===== config.mk =====
export PLATFORM = sky130hd
export DESIGN_NAME = i2c_target
export DESIGN_NICKNAME = d
export VERILOG_FILES = /design/src/rtl/i2c_pkg.sv /design/src/rtl/i2c_bus_sync.sv /design/src/rtl/i2c_target.sv
export SDC_FILE = /design/constraint.sdc
export NUM_CORES = 1
export LEC_CHECK = 0
export ABC_AREA = 0
export CAP_MARGIN = 15
export CORE_ASPECT_RATIO = 0.75
export CORE_MARGIN = 3
export CORE_UTILIZATION = 36
export CTS_CLUSTER_DIAMETER = 30
export DETAILED_ROUTE_END_ITERATION = 12
export HOLD_SLACK_MARGIN = 0.06
export SKIP_CTS_REPAIR_TIMING = 1
export SYNTH_ARGS = -nofsm -noshare
export SYNTH_HDL_FRONTEND = slang
export SYNTH_SLANG_ARGS = --single-unit

===== constraint.sdc =====
create_clock -name clk -period 4.1 [get_ports clk]
set_input_delay 0.41 -clock clk [delete_from_list [all_inputs] [get_ports clk]]
set_output_delay 0.41 -clock clk [all_outputs]
set_load 0.05 [all_outputs]

===== src/rtl/i2c_pkg.sv =====
// Shared types and constants for the I2C target endpoint.
package i2c_pkg;

    typedef enum logic [2:0] {
        S_IDLE,
        S_ADDR,
        S_ADDR_ACK,
        S_WR_DATA,
        S_WR_ACK,
        S_RD_DATA,
        S_RD_ACK,
        S_IGNORE
    } i2c_state_e;

    localparam logic I2C_RW_READ = 1'b1;
    localparam logic I2C_ACK     = 1'b0;

endpackage


===== src/rtl/i2c_bus_sync.sv =====
// Synchronises SCL/SDA into the clk domain and decodes edges and START/STOP
// from the synchronised values and one history flop per line.
module i2c_bus_sync #(
    parameter int SYNC_LEN = 2
) (
    input  logic clk,
    input  logic rst,
    input  logic scl_in,
    input  logic sda_in,
    output logic scl_rise,
    output logic scl_fall,
    output logic start_det,
    output logic stop_det,
    output logic sda_s
);

    logic [SYNC_LEN-1:0] r_scl_sync;
    logic [SYNC_LEN-1:0] r_sda_sync;
    logic                r_scl_hist;
    logic                r_sda_hist;
    logic                w_scl_s;
    logic                w_sda_s;

    // Flops reset to the idle-bus level so reset release creates no edges.
    always_ff @(posedge clk or negedge rst) begin
        if (!rst) begin
            r_scl_sync <= '1;
            r_sda_sync <= '1;
            r_scl_hist <= 1'b1;
            r_sda_hist <= 1'b1;
        end else begin
            r_scl_sync <= {r_scl_sync[SYNC_LEN-2:0], scl_in};
            r_sda_sync <= {r_sda_sync[SYNC_LEN-2:0], sda_in};
            r_scl_hist <= w_scl_s;
            r_sda_hist <= w_sda_s;
        end
    end

    assign w_scl_s   = r_scl_sync[SYNC_LEN-1];
    assign w_sda_s   = r_sda_sync[SYNC_LEN-1];
    assign sda_s     = w_sda_s;
    assign scl_rise  =  w_scl_s & ~r_scl_hist;
    assign scl_fall  = ~w_scl_s &  r_scl_hist;
    assign start_det =  w_scl_s &  r_scl_hist &  r_sda_hist & ~w_sda_s;
    assign stop_det  =  w_scl_s &  r_scl_hist & ~r_sda_hist &  w_sda_s;

endmodule


===== src/rtl/i2c_target.sv =====
// I2C target: address match, byte receive with ACK, byte transmit on request.
// SDA is open-drain: sda_oe=1 pulls the line low.
module i2c_target
    import i2c_pkg::*;
#(
    parameter logic [6:0] ADDR     = 7'h55,
    parameter int         SYNC_LEN = 2
) (
    input  logic       clk,
    input  logic       rst,
    input  logic       scl_in,
    input  logic       sda_in,
    output logic       sda_oe,
    output logic [7:0] rx_data,
    output logic       rx_valid,
    output logic       tx_req,
    input  logic [7:0] tx_data,
    output logic       busy,
    output logic       rw_dir
);

    logic w_scl_rise;
    logic w_scl_fall;
    logic w_start;
    logic w_stop;
    logic w_sda_s;

    i2c_bus_sync #(.SYNC_LEN(SYNC_LEN)) u_sync (
        .clk       (clk),
        .rst       (rst),
        .scl_in    (scl_in),
        .sda_in    (sda_in),
        .scl_rise  (w_scl_rise),
        .scl_fall  (w_scl_fall),
        .start_det (w_start),
        .stop_det  (w_stop),
        .sda_s     (w_sda_s)
    );

    i2c_state_e r_state,     w_state_nxt;
    logic [7:0] r_shift,     w_shift_nxt;
    logic [2:0] r_bit_cnt,   w_bit_cnt_nxt;
    logic       r_byte_full, w_byte_full_nxt;
    logic       r_ack_ok,    w_ack_ok_nxt;
    logic       r_sda_oe,    w_sda_oe_nxt;
    logic [7:0] r_rx_data,   w_rx_data_nxt;
    logic       r_rx_valid,  w_rx_valid_nxt;
    logic       r_tx_req,    w_tx_req_nxt;
    logic       r_busy,      w_busy_nxt;
    logic       r_rw_dir,    w_rw_dir_nxt;

    always_ff @(posedge clk or negedge rst) begin
        if (!rst) begin
            r_state     <= S_IDLE;
            r_shift     <= 8'h00;
            r_bit_cnt   <= 3'd0;
            r_byte_full <= 1'b0;
            r_ack_ok    <= 1'b0;
            r_sda_oe    <= 1'b0;
            r_rx_data   <= 8'h00;
            r_rx_valid  <= 1'b0;
            r_tx_req    <= 1'b0;
            r_busy      <= 1'b0;
            r_rw_dir    <= 1'b0;
        end else begin
            r_state     <= w_state_nxt;
            r_shift     <= w_shift_nxt;
            r_bit_cnt   <= w_bit_cnt_nxt;
            r_byte_full <= w_byte_full_nxt;
            r_ack_ok    <= w_ack_ok_nxt;
            r_sda_oe    <= w_sda_oe_nxt;
            r_rx_data   <= w_rx_data_nxt;
            r_rx_valid  <= w_rx_valid_nxt;
            r_tx_req    <= w_tx_req_nxt;
            r_busy      <= w_busy_nxt;
            r_rw_dir    <= w_rw_dir_nxt;
        end
    end

    always_comb begin
        w_state_nxt     = r_state;
        // tx_data is captured the clk after tx_req; never coincides with an SCL edge.
        w_shift_nxt     = r_tx_req ? tx_data : r_shift;
        w_bit_cnt_nxt   = r_bit_cnt;
        w_byte_full_nxt = r_byte_full;
        w_ack_ok_nxt    = r_ack_ok;
        w_sda_oe_nxt    = r_sda_oe;
        w_rx_data_nxt   = r_rx_data;
        w_rx_valid_nxt  = 1'b0;
        w_tx_req_nxt    = 1'b0;
        w_busy_nxt      = r_busy;
        w_rw_dir_nxt    = r_rw_dir;

        if (w_stop) begin
            w_state_nxt     = S_IDLE;
            w_sda_oe_nxt    = 1'b0;
            w_busy_nxt      = 1'b0;
            w_bit_cnt_nxt   = 3'd0;
            w_byte_full_nxt = 1'b0;
            w_ack_ok_nxt    = 1'b0;
        end else if (w_start) begin
            w_state_nxt     = S_ADDR;
            w_sda_oe_nxt    = 1'b0;
            w_busy_nxt      = 1'b0;
            w_bit_cnt_nxt   = 3'd0;
            w_byte_full_nxt = 1'b0;
            w_ack_ok_nxt    = 1'b0;
        end else begin
            case (r_state)
                S_IDLE: ;

                // Bits counted on SCL rise; the byte completes on the following fall.
                S_ADDR, S_WR_DATA: begin
                    if (w_scl_rise) begin
                        w_shift_nxt   = {r_shift[6:0], w_sda_s};
                        w_bit_cnt_nxt = r_bit_cnt + 3'd1;
                        if (r_bit_cnt == 3'd7)
                            w_byte_full_nxt = 1'b1;
                    end else if (w_scl_fall && r_byte_full) begin
                        w_byte_full_nxt = 1'b0;
                        if (r_state == S_ADDR) begin
                            if (r_shift[7:1] == ADDR) begin
                                w_state_nxt  = S_ADDR_ACK;
                                w_sda_oe_nxt = 1'b1;
                                w_busy_nxt   = 1'b1;
                                w_rw_dir_nxt = r_shift[0];
                            end else begin
                                w_state_nxt = S_IGNORE;
                            end
                        end else begin
                            w_rx_data_nxt  = r_shift;
                            w_rx_valid_nxt = 1'b1;
                            w_sda_oe_nxt   = 1'b1;
                            w_state_nxt    = S_WR_ACK;
                        end
                    end
                end

                S_ADDR_ACK: begin
                    if (w_scl_rise && r_rw_dir == I2C_RW_READ) begin
                        w_tx_req_nxt = 1'b1;
                    end else if (w_scl_fall) begin
                        w_bit_cnt_nxt = 3'd0;
                        if (r_rw_dir == I2C_RW_READ) begin
                            w_sda_oe_nxt = ~r_shift[7];
                            w_state_nxt  = S_RD_DATA;
                        end else begin
                            w_sda_oe_nxt = 1'b0;
                            w_state_nxt  = S_WR_DATA;
                        end
                    end
                end

                S_WR_ACK: begin
                    if (w_scl_fall) begin
                        w_sda_oe_nxt = 1'b0;
                        w_state_nxt  = S_WR_DATA;
                    end
                end

                // Bits counted on SCL fall; bit7 is already on the bus at entry.
                S_RD_DATA: begin
                    if (w_scl_fall) begin
                        w_bit_cnt_nxt = r_bit_cnt + 3'd1;
                        if (r_bit_cnt == 3'd7) begin
                            w_sda_oe_nxt = 1'b0;
                            w_ack_ok_nxt = 1'b0;
                            w_state_nxt  = S_RD_ACK;
                        end else begin
                            w_shift_nxt  = {r_shift[6:0], 1'b0};
                            w_sda_oe_nxt = ~r_shift[6];
                        end
                    end
                end

                S_RD_ACK: begin
                    if (w_scl_rise) begin
                        if (w_sda_s == I2C_ACK) begin
                            w_tx_req_nxt = 1'b1;
                            w_ack_ok_nxt = 1'b1;
                        end else begin
                            w_state_nxt = S_IGNORE;
                        end
                    end else if (w_scl_fall && r_ack_ok) begin
                        w_ack_ok_nxt  = 1'b0;
                        w_bit_cnt_nxt = 3'd0;
                        w_sda_oe_nxt  = ~r_shift[7];
                        w_state_nxt   = S_RD_DATA;
                    end
                end

                S_IGNORE: w_sda_oe_nxt = 1'b0;

                default: w_state_nxt = S_IDLE;
            endcase
        end
    end

    assign sda_oe   = r_sda_oe;
    assign rx_data  = r_rx_data;
    assign rx_valid = r_rx_valid;
    assign tx_req   = r_tx_req;
    assign busy     = r_busy;
    assign rw_dir   = r_rw_dir;

endmodule

==> results of run 1 <==
## cell usage after synthesis (3+ instances only)
library cell / instances / area, um^2
a21oi_1: 19 / 95.09
nand3b_1: 3 / 22.52
o21ai_0: 14 / 70.07
ha_1: 3 / 37.54
clkbuf_1: 3 / 11.26
nand3_1: 4 / 20.02
buf_2: 7 / 35.03
mux2_2: 15 / 168.9
nand2_1: 28 / 105.1
dfrtp_1: 29 / 725.7
nor2_1: 11 / 41.29
nand2b_1: 3 / 18.77
nor2b_1: 6 / 37.54
mux2i_1: 3 / 30.03
dfstp_2: 6 / 157.7
## per-layer routing
layer | global-route usage, % | vias up | wire, um
met2 | 20.22 | 66 | 1745
met1 | 23.48 | 730 | 2212
met5 | 0 | - | 0
met4 | 4.589 | 0 | 30
met3 | 4.555 | 5 | 409
li1 | - | 731 | -
## stage by stage
| stage | std cells | setup WS (ns) |
|---|---|---|
| global placement | 277 | 1.701 |
| CTS | 285 | 1.701 |
| finish | 285 | 1.689 |
| floorplan | 193 | 2.303 |
| global route | 285 | 1.494 |
| detailed placement | 277 | 1.719 |
## state kept, by name (all words and copies together), names as in the netlist
signal and cells:
busy 1, r_ack_ok 1, r_bit_cnt 3, r_byte_full 1
r_shift 8, r_state 3, rw_dir 1, rx_data 8
rx_valid 1, sda_oe 1, tx_req 1, u_sync.r_scl_hist 1
u_sync.r_scl_sync 2, u_sync.r_sda_hist 1, u_sync.r_sda_sync 2
## layout make-up
class	count	area, um^2
fill	496	2731
multi-input combinational	143	939.7
sequential	35	883.3
timing repair buffer	24	235.2
tap	72	90.09
clock buffer	7	86.33
inverter	3	11.26
clock inverter	1	5.005
## worst max-delay path by stage
stage	from	end	slack [ns]	cells past startpoint
floorplan	r_bit_cnt[0]$_DFFE_PN0P_	r_state[2]$_DFFE_PN0P_	2.30	7
global placement	u_sync.r_scl_hist$_DFF_PN1_	rx_data[2]$_DFFE_PN0P_	1.70	4
detailed placement	u_sync.r_scl_hist$_DFF_PN1_	rx_data[2]$_DFFE_PN0P_	1.72	4
CTS	u_sync.r_scl_hist$_DFF_PN1_	rx_data[5]$_DFFE_PN0P_	1.70	4
global route	u_sync.r_scl_hist$_DFF_PN1_	rx_data[5]$_DFFE_PN0P_	1.49	4
finish	u_sync.r_scl_hist$_DFF_PN1_	rx_data[5]$_DFFE_PN0P_	1.69	4
## kinds of logic after synthesis
group | share of synthesized area, %
and+or+nand+nor | 18.97
xor gates and xnor gates | 0.4627
muxes | 10.51
buffers and inverters | 3.701
DFF | 46.66
AOI/OAI and AO/OA | 17.71
adders and majority gates | 1.983
## power by group
group          internal, uW  switching (uW)  total [uW]
registers               451             146         598
logic                   268             359         627
clock network           135             122         257
## placed cells by master (no fill, tap or decap), types with 3 or more instances in the layout
cell and instances:
nand3b_1 3, nand2_1 28, nand2b_1 3, nand3_1 4, nor2b_1 6, clkdlybuf4s50_1 23
mux2_2 15, a21oi_1 19, clkbuf_8 6, dfstp_2 6, mux2i_1 3, dfrtp_1 29
ha_1 3, o21ai_0 14, nor2_1 11
==> out/qor.yml, run 1 <==
run_status:
  status: "finished, final reports clean"
layout:
  nets: 227
  synthToLayoutAreaGrowth_pct: 18.90
  antenna_cells: 0
  utilization_pct: 45.18
  drive_gt1_share_pct: 17.84
  fin_area_um2: 2251
yosys:
  synth_edf_count: 0
  synthCells: 193
  syn_area_um2: 1893
  ys_warn_count: 0
  ys_seq_area_share_pct: 46.66
  ys_seq_elements: 35
  yosysUniqueCellTypes: 46
  syn_nets: 208
  ys.flop_type: "dfrtp_1"
  async_flop_share_pct: 100.0
  syn_area_per_cell_um2: 9.809
timing:
  worst_pin_slew_ns: 0.9359
  slew_headroom_pct: 37.60
  final_hold_viol_count: 0
  period_needed_ns: 2.411
  setup_violations: 0
  rsz0062_at_grt: "false"
  fin_crit_sh_pct: 58.81
  whs_ns: 0.2010
  tns_ns: 0
  fmax_mhz: 414.7
  skew_ns: 0.008704
  slew_viol_final: 0
placed_design:
  placed_area_um2: 2160
  finalWeightedCongestion: 0.9501
  portBuffers: 24
  dp_hpwl_um: 3049
power_and_ir_drop:
  p_per_area_nw_per_um2: 658.5
  p_leak_uw: 0.0009433
  ir_drop_mv: 0.2915
  power_uw: 1482
clock_network:
  numCtsBuffers: 5
  cts.sinks: 35
  cts-htree-levels: 2
  cts_tree: "built"
  cts_root_buf: "clkbuf_8"
  clk_latency_ns: 0.29
  clk_pin_slew_worst_paths_ns: 0.07
  cts_buffer_depth: 2
worst_setup_path:
  crit_required_ns: 4.27
  worstSetupStartpointType: "register"
  crit_path_max_incr_delay_ns: 0.63
  slowest_stage: "dfstp_2"
  path_cells: "nor2b_1 -> nand2_1 -> nor3_4 -> mux2_2"
  critPathTopFamily: "simple AND/OR/NAND/NOR gates"
  r2r_end: "rx_data[5]$_DFFE_PN0P_"
  crit_fanout: 12
  reg2regPathDepth: 4
  cp.buffers_inverters: 0
  setup.worst_path.end_class: "register"
  r2r_slack_ns: 1.69
  critical_path_arrival_ns: 2.58
  reg2reg_from: "u_sync.r_scl_hist$_DFF_PN1_"
  path_class: "register to register"
route:
  routedWlPerCell_um: 15.43
  vias: 1532
  via_per_inst: 5.375
  firstDrtPassIters: 4
  drcViolationCount: 0
  detail-route-antenna-nets: 0
  dr.first_iter.drc_count: 133
  wl_um: 4398
floorplan:
  rows: 22
  die_area_um2: 6174
  die-width_um: 89.74
  core_um2: 4982
  initial_utilization_pct: 38.00
  fp.dieH_um: 68.80
  ios: 25
global_routing:
  grt_pass1_vias: 1420
  antenna_found_initial: 0
  grt-ovfl-total: 0
  grt_use_total_pct: 15.31
  grt_max_degree: 36
  grt_pass1_wl_um: 7341
min_path:
  hold_path_class: "input port to async pin"
flow_run:
  cap_violations: 0
Note: power is estimated with default switching activity, not from simulation.
==> inputs of run 2 (changes only) <==
==> constraint.sdc (replaced) <==
create_clock -name clk -period 2.5 [get_ports clk]
set_input_delay 0.25 -clock clk [delete_from_list [all_inputs] [get_ports clk]]
set_output_delay 0.25 -clock clk [all_outputs]
set_load 0.05 [all_outputs]
==> run 2 against run 1 <==
Effect of this change: final cell count grew 2.8%; sequential share of layout area fell by 0.85 points; sequential power increased by 58%; hold slack worse by 0.16 ns; utilization grew 1.0 points; first-iteration DRC count up 43%; setup slack lost 1.2 ns; combinational power up 80%; largest cell class unchanged; largest power group unchanged.
==> out/qor.yml, run 2 (synthesis gave the netlist of run 1 again) <==
worst_setup_path:
  crit_path_max_incr_delay_ns: 0.39  # was 0.63 ns
  setup.worst_path.end_class: "register"  # unchanged
  slowest_stage: "dfrtp_1"  # was dfstp_2
  worstSetupStartpointType: "register"  # unchanged
  path_class: "register to register"  # unchanged
  critical_path_arrival_ns: 2.18  # was 2.58 ns
  cpMostUsedCell: "ha_1"
  crit_fanout: 6  # was 12
  crit_required_ns: 2.71  # was 4.27 ns
  path_cells: "ha_1 -> ha_1 -> and4bb_2 -> a41o_1 -> a21oi_2 -> or3_1 -> a21oi_1"  # was nor2b_1 -> nand2_1 -> nor3_4 -> mux2_2
power_and_ir_drop:
  ir_drop_mv: 0.4046  # was 0.2915 mV
  power_uw: 2465  # was 1482 uW
  p_leak_uw: 0.0009758  # was 0.0009433 uW
  p_per_area_nw_per_um2: 1071  # was 658.5 nW/um^2
global_routing:
  grt_use_total_pct: 15.00  # was 15.31%
  grt-ovfl-total: 0  # unchanged
  antenna_found_initial: 0  # unchanged
  grt_max_degree: 36  # unchanged
  grt_pass1_wl_um: 7300  # was 7341 um
  grt_pass1_vias: 1448  # was 1420
placed_design:
  placedCellCount: 285  # was 277
  dp_hpwl_um: 3118  # was 3049 um
  finalWeightedCongestion: 0.9095  # was 0.9501
  portBuffers: 24  # unchanged
timing:
  slew_viol_final: 0  # unchanged
  fin_crit_sh_pct: 79.01  # was 58.81%
  setup_violations: 0  # unchanged
  rsz0062_at_grt: "false"  # unchanged
  period_needed_ns: 1.975  # was 2.411 ns
  final_hold_viol_count: 0  # unchanged
  worst_pin_slew_ns: 0.7719  # was 0.9359 ns
  slew_headroom_pct: 48.54  # was 37.60%
  fmax_mhz: 506.3  # was 414.7 MHz
  skew_ns: 0.003122  # was 0.008704 ns
  tns_ns: 0  # unchanged
clock_network:
  cts_buffer_depth: 2  # unchanged
  clk_pin_slew_worst_paths_ns: 0.07  # about the same
  clk_latency_ns: 0.28  # was 0.29 ns
  cts_tree: "built"  # unchanged
  cts.sinks: 35  # unchanged
  cts_root_buf: "clkbuf_8"  # unchanged
  numCtsBuffers: 5  # unchanged
  cts-htree-levels: 2  # unchanged
floorplan:
  core_um2: 4982  # unchanged
  fp.dieH_um: 68.80  # unchanged
  die_area_um2: 6174  # unchanged
  die-width_um: 89.74  # unchanged
  rows: 22  # unchanged
  ios: 25  # unchanged
  initial_utilization_pct: 38.00  # unchanged
route:
  dr.first_iter.drc_count: 190  # was 133
  wl_um: 4433  # was 4398 um
  vias: 1584  # was 1532
  detail-route-antenna-nets: 0  # unchanged
  via_per_inst: 5.406  # was 5.375
  routedWlPerCell_um: 15.13  # was 15.43 um
  firstDrtPassIters: 5  # was 4
  drcViolationCount: 0  # unchanged
layout:
  nets: 235  # was 227
  final_common_cell: "dfrtp_1"  # unchanged
  fill_cells: 467  # was 496
  antenna_cells: 0  # unchanged
  drive_gt1_share_pct: 20.36  # was 17.84%
  synthToLayoutAreaGrowth_pct: 21.55  # was 18.90%
  register_area_um2: 883.3  # unchanged
  multi_input_area_um2: 939.7  # unchanged
  fin_cells: 293  # was 285
  layout_common_cells: "29 x dfrtp_1, 28 x nand2_1, 23 x clkdlybuf4s50_1"  # unchanged
flow_run:
  cap_violations: 0  # unchanged
run_status:
  status: "finished, final reports clean"  # unchanged
min_path:
  hold_path_class: "input port to async pin"  # unchanged
[run 2: power by group]
group | internal (uW) | total, uW | switching, uW
clock | 195 | 392 | 196
sequential | 740 | 944 | 203
combinational | 478 | 1130 | 652
total | 1410 | 2470 | 1050
[run 2: area by class of cell]
class,instances,area share [%]
Clock buffer,7,3.317
Clock inverter,1,0.2175
Inverter,3,0.4894
Multi-Input combinational cell,143,40.84
Sequential cell,35,38.39
Tap cell,72,3.915
Timing Repair Buffer,32,12.83
[run 2: routing by layer]
layer / track usage [%] / vias to the layer above / wire [um]
met5: 0 / - / 0
met4: 6.119 / 0 / 53
met3: 3.796 / 9 / 419
met2: 20.88 / 102 / 1716
met1: 22.06 / 726 / 2244
li1: - / 747 / -
[run 2: final timing paths]
check	startpoint	end	slack (ns)	cells after the start
max	r_bit_cnt[0]$_DFFE_PN0P_	r_state[2]$_DFFE_PN0P_	0.52	7
min	rst	r_state[0]$_DFFE_PN0P_	0.04	1
max reg2reg	r_bit_cnt[0]$_DFFE_PN0P_	r_state[2]$_DFFE_PN0P_	0.52	7
min reg2reg	u_sync.r_scl_sync[0]$_DFF_PN1_	u_sync.r_scl_sync[1]$_DFF_PN1_	0.36	0
max in group asynchronous	rst	r_state[2]$_DFFE_PN0P_	1.97	1
min in group clk	u_sync.r_scl_sync[0]$_DFF_PN1_	u_sync.r_scl_sync[1]$_DFF_PN1_	0.36	0
[run 2: critical path: cells and delay by family, from the launching register on]
| family | cells | cell delay [ns] |
|---|---|---|
| adders and majority gates | 2 | 0.42 |
| AOI/OAI and AO/OA | 3 | 0.40 |
| and+or+nand+nor | 2 | 0.69 |
| DFF | 1 | 0.39 |
[run 2: through the flow]
step           setup WS, ns  util [%]  area [um^2]  hold WS (ns)
2_1_floorplan        0.7027         -         1893      -0.04559
3_3_place_gp         0.6207     44.55         2220        0.3463
3_5_place_dp         0.5609     44.55         2220        0.3468
4_1_cts              0.5420     46.18         2301       0.06979
5_1_grt              0.4255     46.18         2301        0.1048
6_report             0.5248     46.18         2301       0.04214
==> inputs of run 3 (changes only) <==
==> constraint.sdc (replaced) <==
create_clock -name clk -period 1.8 [get_ports clk]
set_input_delay 0.18 -clock clk [delete_from_list [all_inputs] [get_ports clk]]
set_output_delay 0.18 -clock clk [all_outputs]
set_load 0.05 [all_outputs]
==> run 3 against run 2 <==
Effect of this change: the run now ends with negative setup slack left; clock skew is 0.0045 ns higher; final area is 13% higher; utilization is 6.2 points higher; register-to-register slack worse by 0.56 ns; die area stayed put; hold slack better by 0.25 ns; global-route usage is 0.93 points higher; clock power is 59% higher; largest cell class unchanged.
==> out/qor.yml, run 3 (synthesis gave the netlist of run 1 again) <==
power_and_ir_drop:
  p_leak_uw: 0.001143  # was 0.0009758 uW
  p_per_area_nw_per_um2: 1482  # was 1071 nW/um^2
  power_uw: 3871  # was 2465 uW
  ir_drop_mv: 0.7889  # was 0.4046 mV
timing:
  period_needed_ns: 1.840  # was 1.975 ns
  fin_crit_sh_pct: 102.2  # was 79.01%
  fin_ws_ns: -0.03962  # was 0.5248 ns
  fmax_mhz: 543.6  # was 506.3 MHz
  worst_pin_slew_ns: 0.5079  # was 0.7719 ns
  slew_headroom_pct: 66.04  # was 48.54%
  slew_viol_final: 0  # unchanged
  setup_violations: 2  # was 0
  rsz0062_at_grt: "true"  # was false
  final_hold_viol_count: 0  # unchanged
  tns_ns: -0.05123  # was 0 ns
  skew_ns: 0.007581  # was 0.003122 ns
layout:
  final_common_cell: "buf_4"  # was dfrtp_1
  antenna_cells: 0  # unchanged
  fill_cells: 467  # unchanged
  synthToLayoutAreaGrowth_pct: 37.94  # was 21.55%
  drive_gt1_share_pct: 32.40  # was 20.36%
  layout_common_cells: "34 x buf_4, 29 x dfrtp_1, 28 x nand2_1"  # was 29 x dfrtp_1, 28 x nand2_1, 23 x clkdlybuf4s50_1
  nets: 264  # was 235
  fin_cells: 322  # was 293
floorplan:
  die-width_um: 89.74  # unchanged
  initial_utilization_pct: 38.00  # unchanged
  die_area_um2: 6174  # unchanged
  fp.dieH_um: 68.80  # unchanged
  core_um2: 4982  # unchanged
  rows: 22  # unchanged
  ios: 25  # unchanged
worst_setup_path:
  path_cells: "ha_2 -> ha_4 -> and4bb_2 -> a41o_1 -> a21oi_4 -> or3_1 -> a21oi_1"  # was ha_1 -> ha_1 -> and4bb_2 -> a41o_1 -> a21oi_2 -> or3_1 -> a21oi_1
  path_class: "register to register"  # unchanged
  reg2regPathDepth: 7  # unchanged
  slowest_stage: "dfrtp_1"  # unchanged
  crit_required_ns: 2.01  # was 2.71 ns
  r2r_end: "r_state[2]$_DFFE_PN0P_"  # unchanged
  crit_fanout: 5  # was 6
  reg2reg_from: "r_bit_cnt[1]$_DFFE_PN0P_"  # was r_bit_cnt[0]$_DFFE_PN0P_
  worstSetupStartpointType: "register"  # unchanged
  setup.worst_path.end_class: "register"  # unchanged
  crit_path_max_incr_delay_ns: 0.39  # about the same
  r2r_slack_ns: -0.04  # was 0.52 ns
  critical_path_arrival_ns: 2.05  # was 2.18 ns
placed_design:
  dp_slack_ns: -0.04504  # was 0.5609 ns
  finalWeightedCongestion: 0.8997  # was 0.9095
  dp_hpwl_um: 3459  # was 3118 um
  placedCellCount: 311  # was 285
  portBuffers: 24  # unchanged
route:
  wl_um: 4759  # was 4433 um
  drcViolationCount: 0  # unchanged
  detail-route-antenna-nets: 0  # unchanged
  dr.first_iter.drc_count: 83  # was 190
  via_per_inst: 5.149  # was 5.406
  firstDrtPassIters: 4  # was 5
  vias: 1658  # was 1584
  routedWlPerCell_um: 14.78  # was 15.13 um
min_path:
  min_to: "u_sync.r_sda_sync[0]$_DFF_PN1_"
  min_from: "sda_in"
  min_path_cells: 1
  hold_path_class: "input port to register"  # was input port to async pin
global_routing:
  grt-ovfl-total: 0  # unchanged
  grt_pass1_vias: 1498  # was 1448
  grt_max_degree: 36  # unchanged
  grt_pass1_wl_um: 7679  # was 7300 um
  grt_use_total_pct: 15.93  # was 15.00%
  antenna_found_initial: 0  # unchanged
clock_network:
  cts-htree-levels: 2  # unchanged
  cts_root_buf: "clkbuf_8"  # unchanged
  cts_buffer_depth: 2  # unchanged
  cts_tree: "built"  # unchanged
  clk_pin_slew_worst_paths_ns: 0.07  # about the same
  numCtsBuffers: 5  # unchanged
  clk_latency_ns: 0.28  # about the same
  cts.sinks: 35  # unchanged
flow_run:
  cap_violations: 0  # unchanged
run_status:
  violations: "negative setup slack"
  status: "complete, but fails checks"  # was finished, final reports clean
run 3: changes by cell type in the layout (fill, tap and decap cells not counted), moves of 2 or more:
cell and change:
ha_1 -2, buf_4 +26, nor2_2 +2, nor2_1 -2, buf_12 +3, clkbuf_8 +2
run 3: worst max-delay path: cells and delay by family (launching register included):
family / cells / cell delay (ns)
simple gates: 2 / 0.66
flops: 1 / 0.39
fa+ha+maj: 2 / 0.37
compound gates: 3 / 0.34
run 3: per-layer routing:
layer,track usage [%],vias to the layer above,share of wire (%)
met5,0,-,0
met2,22.28,51,40
met1,24.26,792,53
met4,4.398,0,0.71
met3,3.796,5,6.1
li1,-,810,-
run 3: area by class of cell:
class	instances	area [um^2]	area share, %
Sequential cell	35	883.3	33.83
Tap cell	72	90.09	3.450
Clock buffer	8	100.1	3.833
Inverter	3	11.26	0.4312
Multi-Input combinational cell	143	975.9	37.37
Timing Repair Buffer	61	550.5	21.08
run 3: power by group:
group / switching, uW / internal, uW
clock network: 275 / 349
registers: 236 / 1030
logic: 1030 / 947
total: 1550 / 2330
run 3: worst max-delay path by stage:
stage                        startpoint                     end  cells past startpoint
5_1_grt        r_bit_cnt[1]$_DFFE_PN0P_  r_state[2]$_DFFE_PN0P_                      7
2_1_floorplan  r_bit_cnt[0]$_DFFE_PN0P_  r_state[2]$_DFFE_PN0P_                      7
6_report       r_bit_cnt[1]$_DFFE_PN0P_  r_state[2]$_DFFE_PN0P_                      7
4_1_cts        r_bit_cnt[0]$_DFFE_PN0P_  r_state[2]$_DFFE_PN0P_                      7
3_5_place_dp   r_bit_cnt[0]$_DFFE_PN0P_  r_state[2]$_DFFE_PN0P_                      7
3_3_place_gp       r_shift[6]$_DFF_PN0_      rw_dir$_DFFE_PN0P_                      5
run 3: metrics by stage:
| stage | instance area, um^2 | hold slack, ns | utilization [%] |
|---|---|---|---|
| finish | 2611 | 0.2941 | 52.41 |
| global route | 2611 | 0.2969 | 52.41 |
| CTS | 2550 | -0.06058 | 51.18 |
| detailed placement | 2450 | 0.2543 | 49.17 |
| global placement | 2450 | 0.2507 | 49.17 |
| floorplan | 1893 | -0.1156 | - |
